===== src/rtl/mips_pkg.sv =====
`default_nettype none
// ============================================================================
//  Package     : mips_pkg
//  Description : Shared constants and types for the MIPS fetch path:
//                next-PC select codes, reset PC, canonical NOP, fetch FSM
//                state type and the branch-offset helper.
//  Revision    : 1.0  initial release
// ============================================================================
package mips_pkg;

    localparam logic [1:0]  NPC_SEQ  = 2'b00;
    localparam logic [1:0]  NPC_BEQ  = 2'b01;
    localparam logic [1:0]  NPC_J    = 2'b10;
    localparam logic [1:0]  NPC_JR   = 2'b11;

    localparam logic [31:0] PC_RESET = 32'h0000_3000;
    localparam logic [31:0] NOP      = 32'h0000_0000;

    typedef enum logic [0:0] {
        FETCH_RUN   = 1'b0,
        FETCH_FAULT = 1'b1
    } fetch_state_t;

    // Word offset of a beq immediate as a byte displacement
    function automatic logic [31:0] branch_offset(input logic [15:0] imm16);
        return {{14{imm16[15]}}, imm16, 2'b00};
    endfunction

endpackage
`default_nettype wire


===== src/rtl/if_stage_if.sv =====
`default_nettype none
// ============================================================================
//  Interface   : if_stage_if
//  Description : Bundle between the fetch stage and its neighbours (hazard
//                unit, ID stage, instruction memory). The slave modport is
//                the fetch stage; master is everything around it.
//  Revision    : 1.0  initial release
// ============================================================================
interface if_stage_if #(
    parameter int IM_AW = 10
);
    logic             stall;
    logic [1:0]       npc_sel;
    logic             br_taken;
    logic [15:0]      id_imm16;
    logic [25:0]      id_target26;
    logic [31:0]      id_rs_val;
    logic [IM_AW-1:0] im_addr;
    logic [31:0]      im_instr;
    logic [31:0]      pc;
    logic [31:0]      id_instr;
    logic [31:0]      id_pc4;
    logic             id_valid;
    logic             fetch_fault;

    modport slave (
        input  stall, npc_sel, br_taken, id_imm16, id_target26, id_rs_val,
        input  im_instr,
        output im_addr, pc, id_instr, id_pc4, id_valid, fetch_fault
    );

    modport master (
        output stall, npc_sel, br_taken, id_imm16, id_target26, id_rs_val,
        output im_instr,
        input  im_addr, pc, id_instr, id_pc4, id_valid, fetch_fault
    );
endinterface
`default_nettype wire


===== src/rtl/if_stage_npc_calc.sv =====
`default_nettype none
// ============================================================================
//  Module      : npc_calc
//  Description : Combinational next-PC selection. Redirects come from the
//                instruction currently in ID and are honoured only when that
//                slot holds a real instruction; otherwise fetch is sequential.
//  Revision    : 1.0  initial release
// ============================================================================
module npc_calc
    import mips_pkg::*;
(
    input  wire logic [31:0] i_pc4,
    input  wire logic [31:0] i_id_pc4,
    input  wire logic        i_id_valid,
    input  wire logic [1:0]  i_npc_sel,
    input  wire logic        i_br_taken,
    input  wire logic [15:0] i_id_imm16,
    input  wire logic [25:0] i_id_target26,
    input  wire logic [31:0] i_id_rs_val,
    output logic      [31:0] o_npc
);

    // Select the next fetch address; all adds wrap modulo 2**32
    always_comb begin
        o_npc = i_pc4;
        if (i_id_valid) begin
            case (i_npc_sel)
                NPC_BEQ: if (i_br_taken) o_npc = i_id_pc4 + branch_offset(i_id_imm16);
                NPC_J:   o_npc = {i_id_pc4[31:28], i_id_target26, 2'b00};
                NPC_JR:  o_npc = i_id_rs_val;
                default: o_npc = i_pc4;
            endcase
        end
    end

endmodule
`default_nettype wire


===== src/rtl/if_stage.sv =====
`default_nettype none
// ============================================================================
//  Module      : if_stage
//  Description : MIPS instruction-fetch stage. Owns the PC, indexes the
//                word-addressed IM, latches IF/ID and tracks a sticky fetch
//                fault when the PC leaves the IM window or is misaligned.
//                Branch delay slot is architectural: nothing is squashed.
//  Revision    : 1.0  initial release
// ============================================================================
module if_stage
    import mips_pkg::*;
#(
    parameter logic [31:0] PC_RESET = mips_pkg::PC_RESET,
    parameter int          IM_AW    = 10
) (
    input  wire logic   clk,
    input  wire logic   reset,
    if_stage_if.slave   bus
);

    // IM window as 33-bit bounds so the upper limit cannot wrap
    localparam logic [32:0] c_WIN_LO = {1'b0, PC_RESET};
    localparam logic [32:0] c_WIN_HI = c_WIN_LO + (33'd4 << IM_AW);

    logic [31:0]  r_pc;
    logic [31:0]  r_id_instr;
    logic [31:0]  r_id_pc4;
    logic         r_id_valid;
    fetch_state_t r_state;
    fetch_state_t w_state_nxt;
    logic         w_load_valid;
    logic         w_fetch_ok;
    logic [31:0]  w_pc4;
    logic [31:0]  w_npc;

    assign w_pc4      = r_pc + 32'd4;
    assign w_fetch_ok = (r_pc[1:0] == 2'b00) &&
                        ({1'b0, r_pc} >= c_WIN_LO) &&
                        ({1'b0, r_pc} <  c_WIN_HI);

    npc_calc u_npc_calc (
        .i_pc4         (w_pc4),
        .i_id_pc4      (r_id_pc4),
        .i_id_valid    (r_id_valid),
        .i_npc_sel     (bus.npc_sel),
        .i_br_taken    (bus.br_taken),
        .i_id_imm16    (bus.id_imm16),
        .i_id_target26 (bus.id_target26),
        .i_id_rs_val   (bus.id_rs_val),
        .o_npc         (w_npc)
    );

    // Fault FSM state register; only reset leaves FAULT
    always_ff @(posedge clk) begin
        if (reset) r_state <= FETCH_RUN;
        else       r_state <= w_state_nxt;
    end

    // Fault FSM next state and validity of the instruction being loaded
    always_comb begin
        w_state_nxt  = r_state;
        w_load_valid = 1'b0;
        case (r_state)
            FETCH_RUN: begin
                w_load_valid = w_fetch_ok;
                if (!bus.stall && !w_fetch_ok) w_state_nxt = FETCH_FAULT;
            end
            FETCH_FAULT: begin
                w_load_valid = 1'b0;
            end
            default: begin
                w_state_nxt = FETCH_RUN;
            end
        endcase
    end

    // PC register and IF/ID latch; a stall freezes both, reset overrides all
    always_ff @(posedge clk) begin
        if (reset) begin
            r_pc       <= PC_RESET;
            r_id_instr <= NOP;
            r_id_pc4   <= 32'd0;
            r_id_valid <= 1'b0;
        end else if (!bus.stall) begin
            r_pc       <= w_npc;
            r_id_instr <= w_fetch_ok ? bus.im_instr : NOP;
            r_id_pc4   <= w_pc4;
            r_id_valid <= w_load_valid;
        end
    end

    assign bus.im_addr     = r_pc[IM_AW+1:2];
    assign bus.pc          = r_pc;
    assign bus.id_instr    = r_id_instr;
    assign bus.id_pc4      = r_id_pc4;
    assign bus.id_valid    = r_id_valid;
    assign bus.fetch_fault = (r_state == FETCH_FAULT);

endmodule
`default_nettype wire


===== src/flat_wrapper.sv =====
// flat-port wrapper written by rule: the top's interface ports become plain ports
module if_stage_flat import mips_pkg::*;
#(
    parameter logic [31:0] PC_RESET = mips_pkg::PC_RESET,
    parameter int          IM_AW    = 10
)
  (clk, reset, bus_stall, bus_npc_sel, bus_br_taken, bus_id_imm16, bus_id_target26, bus_id_rs_val, bus_im_instr, bus_im_addr, bus_pc, bus_id_instr, bus_id_pc4, bus_id_valid, bus_fetch_fault);
  if_stage_if #(.IM_AW(IM_AW)) bus_i ();
  input  wire logic clk;
  input  wire logic reset;
  input wire logic [$bits(bus_i.stall)-1:0] bus_stall;
  input wire logic [$bits(bus_i.npc_sel)-1:0] bus_npc_sel;
  input wire logic [$bits(bus_i.br_taken)-1:0] bus_br_taken;
  input wire logic [$bits(bus_i.id_imm16)-1:0] bus_id_imm16;
  input wire logic [$bits(bus_i.id_target26)-1:0] bus_id_target26;
  input wire logic [$bits(bus_i.id_rs_val)-1:0] bus_id_rs_val;
  input wire logic [$bits(bus_i.im_instr)-1:0] bus_im_instr;
  output wire logic [$bits(bus_i.im_addr)-1:0] bus_im_addr;
  output wire logic [$bits(bus_i.pc)-1:0] bus_pc;
  output wire logic [$bits(bus_i.id_instr)-1:0] bus_id_instr;
  output wire logic [$bits(bus_i.id_pc4)-1:0] bus_id_pc4;
  output wire logic [$bits(bus_i.id_valid)-1:0] bus_id_valid;
  output wire logic [$bits(bus_i.fetch_fault)-1:0] bus_fetch_fault;
  assign bus_i.stall = bus_stall;
  assign bus_i.npc_sel = bus_npc_sel;
  assign bus_i.br_taken = bus_br_taken;
  assign bus_i.id_imm16 = bus_id_imm16;
  assign bus_i.id_target26 = bus_id_target26;
  assign bus_i.id_rs_val = bus_id_rs_val;
  assign bus_i.im_instr = bus_im_instr;
  assign bus_im_addr = bus_i.im_addr;
  assign bus_pc = bus_i.pc;
  assign bus_id_instr = bus_i.id_instr;
  assign bus_id_pc4 = bus_i.id_pc4;
  assign bus_id_valid = bus_i.id_valid;
  assign bus_fetch_fault = bus_i.fetch_fault;
  if_stage #(.PC_RESET(PC_RESET), .IM_AW(IM_AW)) u_core (.clk(clk), .reset(reset), .bus(bus_i));
endmodule

===== config.mk =====
export PLATFORM = sky130hd
export DESIGN_NAME = if_stage_flat
export DESIGN_NICKNAME = d
export VERILOG_FILES = /design/src/rtl/mips_pkg.sv /design/src/rtl/if_stage_if.sv /design/src/rtl/if_stage_npc_calc.sv /design/src/rtl/if_stage.sv /design/src/flat_wrapper.sv
export SDC_FILE = /design/constraint.sdc
export NUM_CORES = 1
export LEC_CHECK = 0
export BUFFER_PORTS_ARGS = -buffer_cell sky130_fd_sc_hd__buf_2
export CAP_MARGIN = 25
export CORE_ASPECT_RATIO = 0.7
export CORE_MARGIN = 3
export CORE_UTILIZATION = 30
export DETAILED_ROUTE_END_ITERATION = 8
export MAX_ROUTING_LAYER = met4
export PLACE_DENSITY_LB_ADDON = 0.15
export SETUP_SLACK_MARGIN = 0.05
export SLEW_MARGIN = 40
export SYNTH_ARGS = -nofsm -noshare
export SYNTH_HDL_FRONTEND = slang
export SYNTH_HIERARCHICAL = 1
export SYNTH_SLANG_ARGS = --single-unit

===== constraint.sdc =====
create_clock -name clk -period 3.01 [get_ports clk]
set_input_delay 0.602 -clock clk [delete_from_list [all_inputs] [get_ports clk]]
set_output_delay 0.602 -clock clk [all_outputs]
set_load 0.1 [all_outputs]

==> impl_metrics.csv <==
group,metric,value,unit
global_routing,grt_overflow_total,0,
clock_network,clkTransAtPathRegs,80,ps
yosys,yosys_warnings,6,
yosys,synth_most_common_cell,"a21oi_1",
global_routing,antenna_found_initial,2,
yosys,yosys.area.top_type,"dfxtp_1",
job,cap_violations,0,
timing,whs,473,ps
status,outcome,"completed",
timing,clock_skew,10.1,ps
global_routing,grt.met1_usage,34.2,%
setup_path,worst-endpoint-arrival,3170,ps
placement,place_area,9370,um2
floorplanning,start_util,31.0,%
floorplanning,rows,47,
yosys,netlist_top_cells_count,"a21oi_1, dfxtp_1, nor2_1",
clock_network,clkSinkCount,98,
global_routing,grt_max_degree,99,
setup_path,cp-start-kind,"input pin",
placement,dpl.cell_count,1500,
yosys,avgSynthCellArea,7.93,um2
setup_path,max_stage_delay,440,ps
floorplanning,fp.dieH,138,um
yosys,ys_top_cells_by_area,"dfxtp_1, mux2i_1, a21oi_1",
clock_network,cts_tree,"built",
detailed_routing,drt-wirelength-per-cell,20.3,um
clock_network,insertion_delay,370,ps
global_routing,met2_usage,30.6,%
clock_network,clock_path_buffers,2,
setup_path,cp.buffers_inverters,2,
setup_path,r2r-start,"u_core/bus.id_pc4[2]",
hold_path,min_from,"u_core/bus.id_pc4[6]",
power_and_ir_drop,power.leakage,4.66,nW
yosys,synth-edff-count,0,
setup_path,crit_chain,"buf_2 > ha_4 > fa_2 > a211oi_2 > buf_4 > nor3_4 > nor2_4 > o2111ai_4 > a2111oi_4 > o31a_1 > o21ai_1 > and4b_1 > mux2i_1 > nor2_1",
detailed_routing,drc,0,
yosys,netlist-cell-type-count,73,
yosys,synth-seq-cells,98,
setup_path,startpoint,"bus_id_imm16[0]",
global_routing,grt_pass1_wl,46000,um
yosys,ys_seq_area_share,26.4,%
yosys,synth_cells,937,
detailed_routing,drt-total-wl,30800,um
yosys,syn-num-nets,1081,
placement,gp_congestion,0.897,
timing,fin_crit_sh,96.9,%
yosys,synth_area,7430,um2
floorplanning,io_pins,220,
clock_network,h-tree-depth,3,
timing,setup_violations,0,
global_routing,grt_pass1_vias,7568,
timing,min_period,2920,ps
floorplanning,die_area,26700,um2
final_layout,area_delta_synth_final,31.2,%
clock_network,cts-buffers-inserted,9,
final_layout,nets,1339,
floorplanning,die_w,194,um
timing,slew-limit-headroom,50.7,%
final_layout,final_cells,1519,
clock_network,hold_buffers,0,
clock_network,root_buffer,"clkbuf_16",
power_and_ir_drop,total_power,4.88,mW
timing,worstMarginPinSlew,737,ps
timing,slew_violations,0,
detailed_routing,num_vias,8080,
detailed_routing,drt_pass1_iterations,5,
yosys,synthFlopType,"dfxtp_1",
setup_path,crit_type,"in -> reg",
final_layout,drive_above_1_share,33.6,%
setup_path,crit_fanout,3,
setup_path,critPathRequiredTime,3260,ps
placement,hpwl,23700,um
yosys,synth_async_sr_flop_share,0,%
detailed_routing,drt_iter0_markers,806,
power_and_ir_drop,cellPowerDensity,500,nW/um2
setup_path,path_delay_family,"compound AO/OA/AOI/OAI gates",
final_layout,nFillCells,2568,
global_routing,use_met3,7.09,%
final_layout,multi_input_area,4980,um2
placement,portBuffers,219,
floorplanning,core_area,24000,um2
setup_path,critPathSlowestCell,"a2111oi_4",
global_routing,grt-busiest-layer,"met1",
timing,max_freq,343,MHz
global_routing,grt.total_usage,23.1,%
timing,hold_violations,0,
setup_path,worstSetupEndpointType,"flip-flop",
detailed_routing,viasPerCell,5.32,
final_layout,final_cell_area,9750,um2
hold_path,min_path_type,"reg -> reg",
final_layout,regArea,1990,um2
timing,rsz0062_at_grt,"true",
yosys,synth_top_area_share,26.4,%
detailed_routing,postRouteAntennaNets,0,
power_and_ir_drop,vdd_drop_max,0.313,mV
==> final timing paths <==
| kind | to | slack (ps) | cells after the start |
|---|---|---|---|
| max | u_core/bus.pc[30] | 90 | 14 |
| min | u_core/bus.id_pc4[6] | 470 | 2 |
| max reg2reg | u_core/bus.pc[30] | 100 | 13 |
| min reg2reg | u_core/bus.id_pc4[6] | 470 | 2 |
==> where the power goes <==
group | internal, mW | leakage (nW) | switching [mW]
Sequential | 1.40 | 0.812 | 0.120
Combinational | 0.635 | 3.71 | 1.54
Clock | 0.578 | 0.137 | 0.602
Total | 2.61 | 4.66 | 2.26
==> cell type report <==
class                   instances  share of cell area [%]
clock buffers                   9                    2.31
well taps                     318                    4.08
diodes                          2                  0.0513
flip-flops and latches         98                    20.4
clock inverters                 6                   0.629
multi-input cells             716                    51.1
inverters                      42                    1.62
repair buffers                328                    19.8
==> per-layer routing <==
metal  vias to the layer above  share of wire [%]
met5                         -                  0
met2                       348                 38
li1                       3938                  -
met3                        14                 11
met4                         0               0.81
met1                      3780                 50
==> worst min-delay path: stages, from the launching register on <==
cell     delay, ps
dfxtp_2        330
nand2_1         60
a21oi_1         50
==> kinds of logic (layout without fill, tap and decap cells) <==
kind of cell,after synthesis,count (layout),synth area share (%)
compound gates,289,289,26.8
simple gates,284,284,19.4
buf+inv,123,385,7.61
flops,98,98,26.4
mux,69,69,9.32
xor+xnor,42,42,4.95
fa+ha+maj,32,32,5.49
other cells,0,2,0
==> flip-flops by register name, summed over array words and instances, names as in the netlist <==
name,count
u_core/bus.id_instr,32
u_core/bus.id_pc4,32
u_core/bus.pc,32
u_core/bus.fetch_fault,1
u_core/bus.id_valid,1
==> metrics by stage <==
stage | setup TNS, ps | util (%) | worst slack, ps
6_report | 0 | 40.6 | 93.3
5_1_grt | -49.4 | 40.6 | -42.7
4_1_cts | 0 | 40.3 | 55.5
3_5_place_dp | -2510 | 39.1 | -349
3_3_place_gp | -2310 | 39.1 | -324
2_1_floorplan | 0 | - | 46.4
==> cell usage in the layout, fill, tap and decap left out, types with 10 or more instances in the layout <==
| cell type | count |
|---|---|
| buf_2 | 218 |
| buf_4 | 109 |
| a21oi_1 | 98 |
| nor2_1 | 78 |
| dfxtp_1 | 73 |
| nand2_1 | 68 |
| mux2i_1 | 68 |
| inv_1 | 40 |
| nor3_1 | 38 |
| o21a_1 | 36 |
| ha_1 | 30 |
| dfxtp_2 | 25 |
| xnor2_1 | 24 |
| o21ai_0 | 21 |
| xor2_1 | 18 |
| o22a_1 | 16 |
| a22o_1 | 13 |
| and4_1 | 12 |
| nand3_1 | 12 |
| a21o_1 | 12 |
| a311oi_1 | 11 |
| or3_1 | 10 |
| nand4_1 | 10 |
| nor4_1 | 10 |
==> timing repair <==
item	in CTS	in global routing
endpoints found under the setup margin	1	12
pin swaps	1	20
resized for setup	0	14
setup buffers	1	1
Note: power is estimated with default switching activity, not from simulation.
